==> src/rtl/lcd_blob_stats_if.sv <==
// LCD stream snoop and published blob statistics for lcd_blob_stats.
// Signal names follow the LCD timing controller naming (i* = into the engine, o* = out).
interface lcd_blob_stats_if;
  logic        iHD;
  logic        iVD;
  logic        iDEN;
  logic [7:0]  iPIX;
  logic [7:0]  iThresh;
  logic        oValid;
  logic        oEmpty;
  logic [18:0] oCount;
  logic [9:0]  oXMin;
  logic [9:0]  oXMax;
  logic [8:0]  oYMin;
  logic [8:0]  oYMax;
  logic [29:0] oXSum;
  logic [29:0] oYSum;

  modport master (
    output iHD, iVD, iDEN, iPIX, iThresh,
    input  oValid, oEmpty, oCount, oXMin, oXMax, oYMin, oYMax, oXSum, oYSum
  );

  modport slave (
    input  iHD, iVD, iDEN, iPIX, iThresh,
    output oValid, oEmpty, oCount, oXMin, oXMax, oYMin, oYMax, oXSum, oYSum
  );
endinterface

==> src/rtl/lcd_blob_stats.sv <==
// Per-frame hit count / bounding box of an LCD stream, published at each frame start.
// Define LCD_BLOB_CENTROID_EN to build the x/y coordinate sum accumulators.
module lcd_blob_stats #(
  parameter int H_ACT = 800,
  parameter int V_ACT = 480
) (
  input  logic            iCLK,
  input  logic            iRST_n,
  lcd_blob_stats_if.slave lcd
);
  localparam logic [9:0]  X_LAST  = 10'(H_ACT - 1);
  localparam logic [8:0]  Y_LAST  = 9'(V_ACT - 1);
  localparam logic [18:0] CNT_MAX = '1;

  typedef enum logic {IDLE, ACCUM} state_t;
  state_t state_q;

  logic        vd_q, den_q;
  logic [9:0]  x_q, x_d;
  logic [8:0]  y_q, y_d;
  logic [18:0] cnt_q, cnt_d;
  logic [9:0]  xmin_q, xmin_d, xmax_q, xmax_d;
  logic [8:0]  ymin_q, ymin_d, ymax_q, ymax_d;
  logic        fs, hit, publish;
  logic [8:0]  hit_y;

  logic        valid_q, empty_q;
  logic [18:0] pub_cnt_q;
  logic [9:0]  pub_xmin_q, pub_xmax_q;
  logic [8:0]  pub_ymin_q, pub_ymax_q;

  always_comb begin
    fs      = vd_q & ~lcd.iVD;
    hit     = lcd.iDEN & (lcd.iPIX > lcd.iThresh);
    publish = fs & (state_q == ACCUM);
    // A hit coinciding with frame start is counted as row 0 of the new frame.
    hit_y   = fs ? '0 : y_q;

    if (!lcd.iDEN || !lcd.iHD) x_d = '0;
    else if (x_q == X_LAST)    x_d = x_q;
    else                       x_d = x_q + 10'd1;

    if (fs)                                        y_d = '0;
    else if (den_q && !lcd.iDEN && y_q != Y_LAST)  y_d = y_q + 9'd1;
    else                                           y_d = y_q;

    cnt_d  = fs ? '0     : cnt_q;
    xmin_d = fs ? X_LAST : xmin_q;
    xmax_d = fs ? '0     : xmax_q;
    ymin_d = fs ? Y_LAST : ymin_q;
    ymax_d = fs ? '0     : ymax_q;
    if (hit) begin
      if (cnt_d == '0) begin
        xmin_d = x_q;
        xmax_d = x_q;
        ymin_d = hit_y;
        ymax_d = hit_y;
      end else begin
        if (x_q < xmin_d)   xmin_d = x_q;
        if (x_q > xmax_d)   xmax_d = x_q;
        if (hit_y < ymin_d) ymin_d = hit_y;
        if (hit_y > ymax_d) ymax_d = hit_y;
      end
      if (cnt_d != CNT_MAX) cnt_d = cnt_d + 19'd1;
    end
  end

  always_ff @(posedge iCLK or negedge iRST_n) begin
    if (!iRST_n) begin
      state_q    <= IDLE;
      vd_q       <= 1'b1;
      den_q      <= 1'b0;
      x_q        <= '0;
      y_q        <= '0;
      cnt_q      <= '0;
      xmin_q     <= X_LAST;
      xmax_q     <= '0;
      ymin_q     <= Y_LAST;
      ymax_q     <= '0;
      valid_q    <= 1'b0;
      empty_q    <= 1'b1;
      pub_cnt_q  <= '0;
      pub_xmin_q <= '0;
      pub_xmax_q <= '0;
      pub_ymin_q <= '0;
      pub_ymax_q <= '0;
    end else begin
      vd_q    <= lcd.iVD;
      den_q   <= lcd.iDEN;
      x_q     <= x_d;
      y_q     <= y_d;
      cnt_q   <= cnt_d;
      xmin_q  <= xmin_d;
      xmax_q  <= xmax_d;
      ymin_q  <= ymin_d;
      ymax_q  <= ymax_d;
      valid_q <= 1'b0;
      case (state_q)
        IDLE: if (fs) state_q <= ACCUM;
        ACCUM: if (fs) begin
          valid_q    <= 1'b1;
          empty_q    <= (cnt_q == '0);
          pub_cnt_q  <= cnt_q;
          pub_xmin_q <= (cnt_q == '0) ? '0 : xmin_q;
          pub_xmax_q <= (cnt_q == '0) ? '0 : xmax_q;
          pub_ymin_q <= (cnt_q == '0) ? '0 : ymin_q;
          pub_ymax_q <= (cnt_q == '0) ? '0 : ymax_q;
        end
        default: state_q <= IDLE;
      endcase
    end
  end

  assign lcd.oValid = valid_q;
  assign lcd.oEmpty = empty_q;
  assign lcd.oCount = pub_cnt_q;
  assign lcd.oXMin  = pub_xmin_q;
  assign lcd.oXMax  = pub_xmax_q;
  assign lcd.oYMin  = pub_ymin_q;
  assign lcd.oYMax  = pub_ymax_q;

`ifdef LCD_BLOB_CENTROID_EN
  logic [29:0] xsum_q, ysum_q, pub_xsum_q, pub_ysum_q;

  always_ff @(posedge iCLK or negedge iRST_n) begin
    if (!iRST_n) begin
      xsum_q     <= '0;
      ysum_q     <= '0;
      pub_xsum_q <= '0;
      pub_ysum_q <= '0;
    end else begin
      xsum_q <= (fs ? 30'd0 : xsum_q) + (hit ? {20'd0, x_q} : 30'd0);
      ysum_q <= (fs ? 30'd0 : ysum_q) + (hit ? {21'd0, hit_y} : 30'd0);
      if (publish) begin
        pub_xsum_q <= (cnt_q == '0) ? '0 : xsum_q;
        pub_ysum_q <= (cnt_q == '0) ? '0 : ysum_q;
      end
    end
  end

  assign lcd.oXSum = pub_xsum_q;
  assign lcd.oYSum = pub_ysum_q;
`else
  logic unused_publish;
  assign unused_publish = publish;
  assign lcd.oXSum      = '0;
  assign lcd.oYSum      = '0;
`endif
endmodule

==> src/flat_wrapper.sv <==
// flat-port wrapper written by rule: the top's interface ports become plain ports
module lcd_blob_stats_flat 
#(
  parameter int H_ACT = 800,
  parameter int V_ACT = 480
)
  (iCLK, iRST_n, lcd_iHD, lcd_iVD, lcd_iDEN, lcd_iPIX, lcd_iThresh, lcd_oValid, lcd_oEmpty, lcd_oCount, lcd_oXMin, lcd_oXMax, lcd_oYMin, lcd_oYMax, lcd_oXSum, lcd_oYSum);
  lcd_blob_stats_if lcd_i ();
  input  logic iCLK;
  input  logic iRST_n;
  input wire logic [$bits(lcd_i.iHD)-1:0] lcd_iHD;
  input wire logic [$bits(lcd_i.iVD)-1:0] lcd_iVD;
  input wire logic [$bits(lcd_i.iDEN)-1:0] lcd_iDEN;
  input wire logic [$bits(lcd_i.iPIX)-1:0] lcd_iPIX;
  input wire logic [$bits(lcd_i.iThresh)-1:0] lcd_iThresh;
  output wire logic [$bits(lcd_i.oValid)-1:0] lcd_oValid;
  output wire logic [$bits(lcd_i.oEmpty)-1:0] lcd_oEmpty;
  output wire logic [$bits(lcd_i.oCount)-1:0] lcd_oCount;
  output wire logic [$bits(lcd_i.oXMin)-1:0] lcd_oXMin;
  output wire logic [$bits(lcd_i.oXMax)-1:0] lcd_oXMax;
  output wire logic [$bits(lcd_i.oYMin)-1:0] lcd_oYMin;
  output wire logic [$bits(lcd_i.oYMax)-1:0] lcd_oYMax;
  output wire logic [$bits(lcd_i.oXSum)-1:0] lcd_oXSum;
  output wire logic [$bits(lcd_i.oYSum)-1:0] lcd_oYSum;
  assign lcd_i.iHD = lcd_iHD;
  assign lcd_i.iVD = lcd_iVD;
  assign lcd_i.iDEN = lcd_iDEN;
  assign lcd_i.iPIX = lcd_iPIX;
  assign lcd_i.iThresh = lcd_iThresh;
  assign lcd_oValid = lcd_i.oValid;
  assign lcd_oEmpty = lcd_i.oEmpty;
  assign lcd_oCount = lcd_i.oCount;
  assign lcd_oXMin = lcd_i.oXMin;
  assign lcd_oXMax = lcd_i.oXMax;
  assign lcd_oYMin = lcd_i.oYMin;
  assign lcd_oYMax = lcd_i.oYMax;
  assign lcd_oXSum = lcd_i.oXSum;
  assign lcd_oYSum = lcd_i.oYSum;
  lcd_blob_stats #(.H_ACT(H_ACT), .V_ACT(V_ACT)) u_core (.iCLK(iCLK), .iRST_n(iRST_n), .lcd(lcd_i));
endmodule
==> config.mk <==
export PLATFORM = sky130hd
export DESIGN_NAME = lcd_blob_stats_flat
export DESIGN_NICKNAME = d
export VERILOG_FILES = /design/src/rtl/lcd_blob_stats_if.sv /design/src/rtl/lcd_blob_stats.sv /design/src/flat_wrapper.sv
export SDC_FILE = /design/constraint.sdc
export NUM_CORES = 1
export LEC_CHECK = 0
export ABC_AREA = 0
export BUFFER_PORTS_ARGS = -buffer_cell sky130_fd_sc_hd__buf_2
export CAP_MARGIN = 20
export CORE_MARGIN = 1.5
export CORE_UTILIZATION = 27
export DETAILED_ROUTE_END_ITERATION = 10
export GPL_TIMING_DRIVEN = 1
export SLEW_MARGIN = 20
export SYNTH_ARGS = -nofsm -noshare
export SYNTH_HDL_FRONTEND = slang
export SYNTH_SLANG_ARGS = --single-unit
==> constraint.sdc <==
create_clock -name iCLK -period 3 [get_ports iCLK]
set_clock_uncertainty 0.05 [all_clocks]
set_input_delay 0.15 -clock iCLK [delete_from_list [all_inputs] [get_ports iCLK]]
set_output_delay 0.15 -clock iCLK [all_outputs]
set_load 0.005 [all_outputs]
* Word level (Yosys, flattened, before mapping) *
Index checks and enable logic that the tools add are counted.

operators by class
  add/subtract/negate cells = 3
  magnitude comparators = 5
  eq/ne operators = 4
  muxes and demuxes = 31
  bitwise operators = 3
  reductions and logical operators = 9

operator list
  cell                                                   count
  two-way mux 10 bit                                     12
  two-way mux 9 bit                                      13
  two-way mux 19 bit                                     3
  logical NOT 19 bit                                     2
  adder 19 x 1 -> 19 bit, second input constant          1
  inequality test 19 bit, second input constant          1
  adder 10 x 1 -> 10 bit, second input constant          1
  equality test 10 bit, second input constant            1
  greater-than comparator 10 bit                         1
  < comparator 10 bit                                    1
  adder 9 x 1 -> 9 bit, second input constant            1
  greater-than comparator 9 bit                          1
  < comparator 9 bit                                     1
  inequality test 9 bit, second input constant           1
  greater-than comparator 8 bit                          1
  two-way mux 1 bit                                      3
  AND 1 bit                                              2
  logical AND 1 bit                                      2
  logical NOT 1 bit                                      2
  inequality test 2 x 1 -> 1 bit, second input constant  1
  AND reduction 2 bit                                    1
  nonzero test 2 bit                                     1
  logical OR 1 bit                                       1
  NOT 1 bit                                              1

word-level totals
  register bits = 138
  bits of input ports = 21
  output and inout bits = 119
  word-level logic and storage cells = 72

* Depth between registers and ports, before layout *
Gate-level depths: netlist of run 1.

  word-level depth = 7
  depth in mapped cells = 14
  mapped depth without buffers = 10

* Worst setup path after synthesis of run 1 *
Ideal clock, no wire load.

  path type = flip-flop to flip-flop
  start = register u_core.vd_q
  end = register u_core.xmax_q[0]
  setup time = 0.125 ns
  arrival = 2.903 ns
  required time = 2.825 ns
  path slack = -0.078 ns
  stages on the path, launching flop included = 14
  buffers on the path = 4
  period minus slack after synthesis = 3.078 ns
  cell sequence = dfstp_2 > nand2b_1 > buf_2 > clkbuf_1 > clkbuf_1 > nand2_1 > ha_1 > a21o_1 > a21o_1 > a221o_1 > o21ai_0 > a21o_1 > buf_6 > mux2_4

between the ends
  word-level cells in the longest chain between the ends = 6
  elaborated cells between the ends (all ways) = 8
  those cells by class = order compare: 1; mux: 5; bitwise: 1; reduce/logical: 1

ends and longest elaborated chain
  item                            line                  text
  start: declaration              lcd_blob_stats.sv:18  logic vd_q, den_q;
  start signal: assignment        lcd_blob_stats.sv:88  vd_q <= lcd.iVD;
  AND 1 bit (*)                   lcd_blob_stats.sv:33  fs = vd_q & ~lcd.iVD;
  two-way mux 10 bit              lcd_blob_stats.sv:49  xmax_d = fs ? '0 : xmax_q;
  greater-than comparator 10 bit  lcd_blob_stats.sv:60  if (x_q > xmax_d) xmax_d = x_q;
  two-way mux 10 bit              lcd_blob_stats.sv:60
  two-way mux 10 bit              lcd_blob_stats.sv:53  if (cnt_d == '0) begin
  two-way mux 10 bit (*)          lcd_blob_stats.sv:52  if (hit) begin
  named net u_core.xmax_d[0]      lcd_blob_stats.sv:22  logic [9:0] xmin_q, xmin_d, xmax_q, xmax_d;
  end signal: assignment          lcd_blob_stats.sv:94  xmax_q <= xmax_d;
  end: declaration                lcd_blob_stats.sv:22

The timed path passes the listed nets; every way through them passes the cells marked *.
A chain may end at the register's enable or synchronous reset.

* Worst setup path in the final report of run 1 *
  start = input lcd_iVD
  end = register u_core.ymax_q[5]

between the ends
  word-level cells in the longest chain between the ends = 7
  elaborated cells between the ends (all ways) = 10
  those cells by class = order compare: 1; mux: 6; bitwise: 2; reduce/logical: 1

ends and longest elaborated chain
  item                                         line                                        text
  start: declaration                           flat_wrapper.sv:12                          input wire logic [$bits(lcd_i.iVD)-1:0] lcd_iVD;
  NOT 1 bit (*)                                lcd_blob_stats.sv:33
  AND 1 bit (*)                                lcd_blob_stats.sv:33
  two-way mux 9 bit, on equally long branches  lcd_blob_stats.sv:37, lcd_blob_stats.sv:51
  greater-than comparator 9 bit                lcd_blob_stats.sv:62                        if (hit_y > ymax_d) ymax_d = hit_y;
  two-way mux 9 bit                            lcd_blob_stats.sv:62
  two-way mux 9 bit                            lcd_blob_stats.sv:53
  two-way mux 9 bit (*)                        lcd_blob_stats.sv:52
  named net u_core.ymax_d[5]                   lcd_blob_stats.sv:23                        logic [8:0] ymin_q, ymin_d, ymax_q, ymax_d;
  end signal: assignment                       lcd_blob_stats.sv:96                        ymax_q <= ymax_d;
  end: declaration                             lcd_blob_stats.sv:23

Marked as above.

==> results.ini, run 1 <==
[placed_design]
dp_hpwl_um = 11800
place_ws_ns = 0.2251
placed_cells_incl_taps = 1109
io_buffers = 79
gp_congestion = 0.8223

[route]
routed_via_density = 4.543
wl_per_cell_um = 14.33
routed_wl_um = 16420
drtIter0Drc = 251
drt_pass1_iterations = 4
ant_nets = 0
num_vias = 5206
drc_errors = 0

[cts]
post-cts-setup-buffers = 0
clk-insertion-delay-late_ns = 0.42
clk_pin_slew_ns = 0.06
htree_levels = 4
clock_path_buffers = 2
cts_buffers = 17
root_buffer = clkbuf_16
clock_sinks = 138
cts_tree = yes

[synthesis]
ys_types = 59
ys.warnings.count = 0
syn_area_mm2 = 0.007397
synth_edf_count = 0
ys.flop_type = dfrtp_1
async_flop_share_pct = 100.0
ys_seq_area_share_pct = 46.97
synth_seq_cells = 138
syn_area_per_cell_um2 = 10.60
netlist_instances = 698

[timing]
whs_ns = 0.1642
fmax_mhz = 355.4
period_needed_ns = 2.814
setup_tns_ns = 0
fin_ws_ns = 0.1860
fin_crit_sh_pct = 93.80
relSlewSlack_pct = 51.83
worstMarginPinSlew_ns = 0.7208
rsz0062_at_grt = no
slew_violations = 0
hold_viol = 0
setup_violations = 0

[hold_path]
whs_path_depth = 3
hold_class = input port to flip-flop

[power_and_ir_drop]
vdd_drop_max_mv = 0.2900
power-per-cell-area_mw_per_mm2 = 587.6
p_total_uw = 5124
cellLeakagePower_uw = 0.004347

[global_routing]
grt_max_degree = 69
gr-usage-all-layers_pct = 12.21
grt_pass1_wl_um = 27340
antenna_found_initial = 1
overflow = 0
grt_pass1_vias = 5291

[die]
initial_core_util_pct = 27.45
die_h_um = 168.5
row_count = 60
die_area_mm2 = 0.02840
die_w_um = 168.5
core_region_area_mm2 = 0.02695
io_pins = 140

[setup_path]
worstSetupStartpointType = input port
cp-end-kind = flip-flop
cp.arrival_ns = 3.10
cp_max_fo = 15
required_ns = 3.28
rr_worst_depth = 12
crit_type = input port to flip-flop

[run]
max-cap-violations = 0

[cells_and_area]
fin_cells = 1146
areaGrowthSynthToFinish_pct = 17.90
nets = 858
drive_gt1_share_pct = 22.73
diodes = 0

[outcome]
status = finished, final reports clean

cells by family after synthesis:
| family | share of synthesized area [%] |
|---|---|
| flops | 46.97 |
| other cells | 0.05070 |
| fa+ha+maj | 7.612 |
| compound gates | 10.66 |
| mux | 8.220 |
| buf+inv | 9.692 |
| simple gates | 13.72 |
| xor+xnor | 3.079 |
critical path, stage by stage:
cell,delay [ns]
dlygate4sd3_1,0.58
buf_2,0.15
nand2b_2,0.32
buf_4,0.25
nand2_1,0.13
ha_1,0.22
nand2b_1,0.15
a32oi_1,0.17
a221oi_1,0.12
o31ai_1,0.25
o2bb2ai_1,0.17
buf_4,0.19
mux2i_1,0.22
registers in the layout, summed over array words and instances (netlist names), 9 cells and up:
name and count:
u_core.x_q 10, u_core.lcd.oCount 19, u_core.lcd.oYMin 9, u_core.ymin_q 9
u_core.ymax_q 9, u_core.xmin_q 10, u_core.lcd.oYMax 9, u_core.xmax_q 10
u_core.cnt_q 19, u_core.lcd.oXMin 10, u_core.lcd.oXMax 10, u_core.y_q 9
through the flow:
step	cell area (µm²)	util, %
final	8721	32.36
after global routing	8721	32.36
after CTS	8687	32.23
after detailed placement	8043	29.84
after global placement	8043	29.84
after floorplan	7620	-
area by class of cell:
class                      instances  area, µm²
sequential                       138       3475
inverter                          37      138.9
tap                              341      426.7
clock inverter                    11      143.9
multi-input combinational        495       3446
timing repair buffer             103      620.6
clock buffer                      21      470.5
fill                            2746      18230
layout by cell type, fill, tap and decap left out, types with 3 or more instances in the layout:
cell / netlist / final
a21o_1: 8 / 8
a21oi_1: 20 / 19
a221oi_1: 3 / 3
a22o_1: 38 / 38
a31oi_1: 4 / 4
and3_1: 3 / 3
buf_2: 6 / 78
buf_4: 61 / 17
bufinv_16: 0 / 3
clkbuf_16: 0 / 17
clkbuf_8: 0 / 3
clkinv_2: 0 / 3
clkinvlp_4: 0 / 4
conb_1: 1 / 60
dfrtp_1: 121 / 121
dfstp_2: 17 / 17
dlygate4sd3_1: 0 / 3
ha_1: 45 / 45
inv_1: 37 / 37
mux2_2: 18 / 18
mux2i_1: 39 / 39
nand2_1: 66 / 65
nand2b_1: 7 / 6
nand3_1: 15 / 15
nand4_1: 17 / 17
nor2_1: 57 / 57
nor2b_1: 5 / 4
nor3_1: 9 / 9
nor4_1: 4 / 4
o211ai_1: 4 / 4
o21ai_0: 12 / 12
xnor2_1: 18 / 18
xor2_1: 8 / 8
what timing repair did:
action / in CTS / in global routing
hold buffers: 3 / 0
endpoints found under the hold margin: 58 / 0
endpoints found under the setup margin: 0 / 5
gates resized for setup: 0 / 1
power by group:
group          switching [µW]  internal, µW
combinational             430           342
sequential                125          2070
clock                     786          1370
synthesized netlist by cell type (all sizes together) (2+ instances only):
library cell	count	area, µm²
inv	37	138.9
mux2i	39	390.4
buf	73	525.5
o21ai	13	65.06
a221oi	3	26.28
nand2b	7	43.79
or3	2	12.51
a31o	2	17.52
ha	45	563.0
nand2	66	247.7
a21o	8	60.06
xor2	8	70.07
nor3	9	45.04
nand3	16	92.59
and3	3	18.77
xnor2	18	157.7
a31oi	4	25.02
a22o	38	332.8
and4	3	31.28
o21a	2	15.01
clkbuf	14	52.55
mux2	19	217.7
a21oi	20	100.1
nor4b	2	32.53
dfrtp	121	3028
nand4	18	127.6
nor2b	5	31.28
o211ai	4	30.03
dfstp	17	446.7
nor2	58	225.2
and2	2	12.51
nor4	7	71.31
path summary, 6_finish.rpt:
| path | from | to | slack, ns |
|---|---|---|---|
| worst max-delay path | lcd_iVD | u_core.ymax_q[5] | 0.19 |
| worst min-delay path | lcd_iHD | u_core.x_q[6] | 0.16 |
| worst max register to register | u_core.vd_q | u_core.ymax_q[5] | 0.27 |
| worst min register to register | u_core.lcd.oCount[10] | u_core.lcd.oCount[10] | 0.42 |
| max in group asynchronous | iRST_n | u_core.lcd.oEmpty | 1.85 |
| min in group asynchronous | iRST_n | u_core.lcd.oValid | 0.24 |
layer usage:
metal | track usage [%] | wire (µm) | up-vias
met1 | 15.23 | 7564 | 2528
met3 | 4.185 | 1093 | 10
met4 | 4.464 | 120 | 2
li1 | - | - | 2515
met2 | 19.56 | 7634 | 151
met5 | 0 | 8 | -
(Power assumes the default switching activity.)
==> run 2: changes to the inputs <==
--- a/config.mk
+++ b/config.mk
@@ -8,10 +8,12 @@
 export ABC_AREA = 0
 export BUFFER_PORTS_ARGS = -buffer_cell sky130_fd_sc_hd__buf_2
 export CAP_MARGIN = 20
-export CORE_MARGIN = 1.5
+export CELL_PAD_IN_SITES_DETAIL_PLACEMENT = 2
+export CELL_PAD_IN_SITES_GLOBAL_PLACEMENT = 2
 export CORE_UTILIZATION = 27
 export DETAILED_ROUTE_END_ITERATION = 10
 export GPL_TIMING_DRIVEN = 1
+export PLACE_DENSITY_LB_ADDON = 0.1
 export SLEW_MARGIN = 20
 export SYNTH_ARGS = -nofsm -noshare
 export SYNTH_HDL_FRONTEND = slang
==> run 2 against run 1 <==
Effect of this change: design area is 0.52% higher; non-clock buffer count is 7 higher; clock power hardly changed; critical path depth is 1 lower; sequential cell count stayed put; first-iteration DRC count is 27% lower; worst setup slack better by 0.0035 ns; largest cell class unchanged; die area is 1.2% lower; global-route usage is 3.2 points higher; critical endpoint is now u_core.xmin_q[1].
==> results.ini, run 2 (synthesis gave the netlist of run 1 again) <==
[global_routing]
grt_pass1_vias = 5947  ; +12%
grt_max_degree = 61  ; -12%
grt_pass1_wl_um = 33710  ; +23%
gr-usage-all-layers_pct = 15.36  ; +3.2 points
overflow = 0  ; unchanged
antenna_found_initial = 0  ; -1

[route]
num_vias = 5419  ; +4.1%
drc_errors = 0  ; unchanged
drtIter0Drc = 184  ; -27%
wl_per_cell_um = 17.81  ; +24%
routed_wl_um = 20540  ; +25%
drt_pass1_iterations = 4  ; unchanged
routed_via_density = 4.700  ; +3.5%
ant_nets = 0  ; unchanged

[cts]
clk-insertion-delay-late_ns = 0.42  ; about the same
cts_tree = yes
clock_path_buffers = 2  ; unchanged
htree_levels = 4  ; unchanged
clk_pin_slew_ns = 0.07  ; about the same
root_buffer = clkbuf_16
clock_sinks = 138  ; unchanged
cts_buffers = 17  ; unchanged

[die]
die_h_um = 167.5  ; -0.59%
core_region_area_mm2 = 0.02695  ; unchanged
row_count = 60  ; unchanged
io_pins = 140  ; unchanged
initial_core_util_pct = 27.45  ; unchanged
die_area_mm2 = 0.02806  ; -1.2%
die_w_um = 167.5  ; -0.59%

[timing]
worstMarginPinSlew_ns = 0.5880  ; -0.1328 ns
setup_violations = 0  ; unchanged
slew_violations = 0  ; unchanged
fin_crit_sh_pct = 93.68  ; -0.12 points
period_needed_ns = 2.810  ; -0.003492 ns
rsz0062_at_grt = no
fmax_mhz = 355.8  ; +0.12%
setup_tns_ns = 0  ; unchanged
hold_viol = 0  ; unchanged
relSlewSlack_pct = 60.50  ; +8.7 points

[cells_and_area]
diodes = 0  ; unchanged
nets = 865  ; +0.82%
n_fill_cell = 2911  ; +6.0%
layout_common_cells = 121 x dfrtp_1, 78 x buf_2, 65 x nand2_1, 60 x conb_1, 57 x nor2_1
areaGrowthSynthToFinish_pct = 18.50
final_common_cell = dfrtp_1
drive_gt1_share_pct = 23.52  ; +0.79 points

[setup_path]
required_ns = 3.29  ; about the same
cp-end-kind = flip-flop
worstSetupStartpointType = input port
cp.arrival_ns = 3.10  ; about the same
cp_max_fo = 8  ; -7
crit_type = input port to flip-flop

[placed_design]
io_buffers = 79  ; unchanged
gp_congestion = 0.7670  ; -6.7%
dp_hpwl_um = 15460  ; +31%

[power_and_ir_drop]
cellLeakagePower_uw = 0.004382  ; +0.82%
p_total_uw = 5159  ; +0.69%
vdd_drop_max_mv = 0.3394  ; +17%
p_clk_share_pct = 42.1  ; about the same
power.internal_uw = 3728  ; -1.5%
power_switching_uw = 1432  ; +6.7%
power-per-cell-area_mw_per_mm2 = 588.6  ; +0.17%
seq_power_share_pct = 42.8  ; about the same
pwr-share-comb_pct = 15.2  ; about the same
swShare_pct = 27.75  ; +1.6 points

[run]
max-cap-violations = 0  ; unchanged

[outcome]
status = finished, final reports clean

[hold_path]
hold_class = input port to flip-flop

==> run 2: cell count changes in the layout (fill, tap and decap cells not counted), sizes merged <==
cell	previous run	this run
buf	100	107
inv	37	39
clkbuf	21	19
==> run 2: through the flow <==
stage,util (%),instance area [µm²],hold WS (ns),std cells,setup slack (ns)
finish,32.53,8766,0.1905,1153,0.1895
CTS,32.38,8727,0.1875,1151,0.04818
global placement,30.04,8095,0.1203,1116,0.2293
detailed placement,30.04,8095,0.1282,1116,0.08202
floorplan,-,7620,-0.1956,757,0.003441
global route,32.53,8766,0.2280,1153,0.04878
==> run 2: final cells by class <==
type	count	area [µm²]	area share [%]
clock buffers	19	432.9	4.939
clock inverters	13	168.9	1.927
inverters	37	138.9	1.584
multi-input cells	495	3466	39.54
flip-flops and latches	138	3475	39.64
well taps	341	426.7	4.867
repair buffers	110	658.1	7.508
==> run 2: power by group through the flow <==
stage | Clock (µW) | Combinational (µW) | Sequential (µW)
after floorplan | 0 | 511 | 2200
after global placement | 0 | 760 | 2240
after detailed placement | 0 | 790 | 2240
after CTS | 2250 | 796 | 2210
after global routing | 2320 | 875 | 2230
final | 2170 | 782 | 2210
==> run 2: per-layer routing <==
layer	wire length (µm)	share of wire [%]	GRT usage [%]	vias up
met2	9706	47	25.00	125
met5	0	0	0	-
met1	9877	48	20.66	2749
met4	226	1.1	4.228	0
li1	-	-	-	2528
met3	729	3.5	3.025	17
==> run 2: timing repair <==
action | CTS | global route
hold buffers | 3 | 0
hold endpoints to repair | 56 | 0
setup endpoints to repair | 0 | 24
setup buffers | 0 | 2
gates resized for setup | 0 | 5
==> run 2: critical path: stages <==
cell	delay, ns
dlygate4sd3_1	0.53
buf_2	0.17
nand2b_4	0.21
buf_4	0.19
nand2_1	0.10
ha_1	0.19
or4_1	0.53
a221oi_2	0.21
o211ai_1	0.12
a31oi_1	0.24
buf_4	0.22
mux2i_2	0.23
==> run 2: worst paths after layout <==
| check | from | endpoint | slack, ns | depth (start not counted) |
|---|---|---|---|---|
| setup / recovery | lcd_iVD | u_core.xmin_q[1] | 0.19 | 12 |
| hold / removal | lcd_iHD | u_core.x_q[5] | 0.19 | 3 |
| setup reg to reg | u_core.vd_q | u_core.cnt_q[17] | 0.24 | 12 |
| hold reg to reg | u_core.lcd.oCount[10] | u_core.lcd.oCount[10] | 0.45 | 2 |
| max in group asynchronous | iRST_n | u_core.ymin_q[4] | 1.84 | 3 |
| min in group asynchronous | iRST_n | u_core.lcd.oValid | 0.22 | 2 |
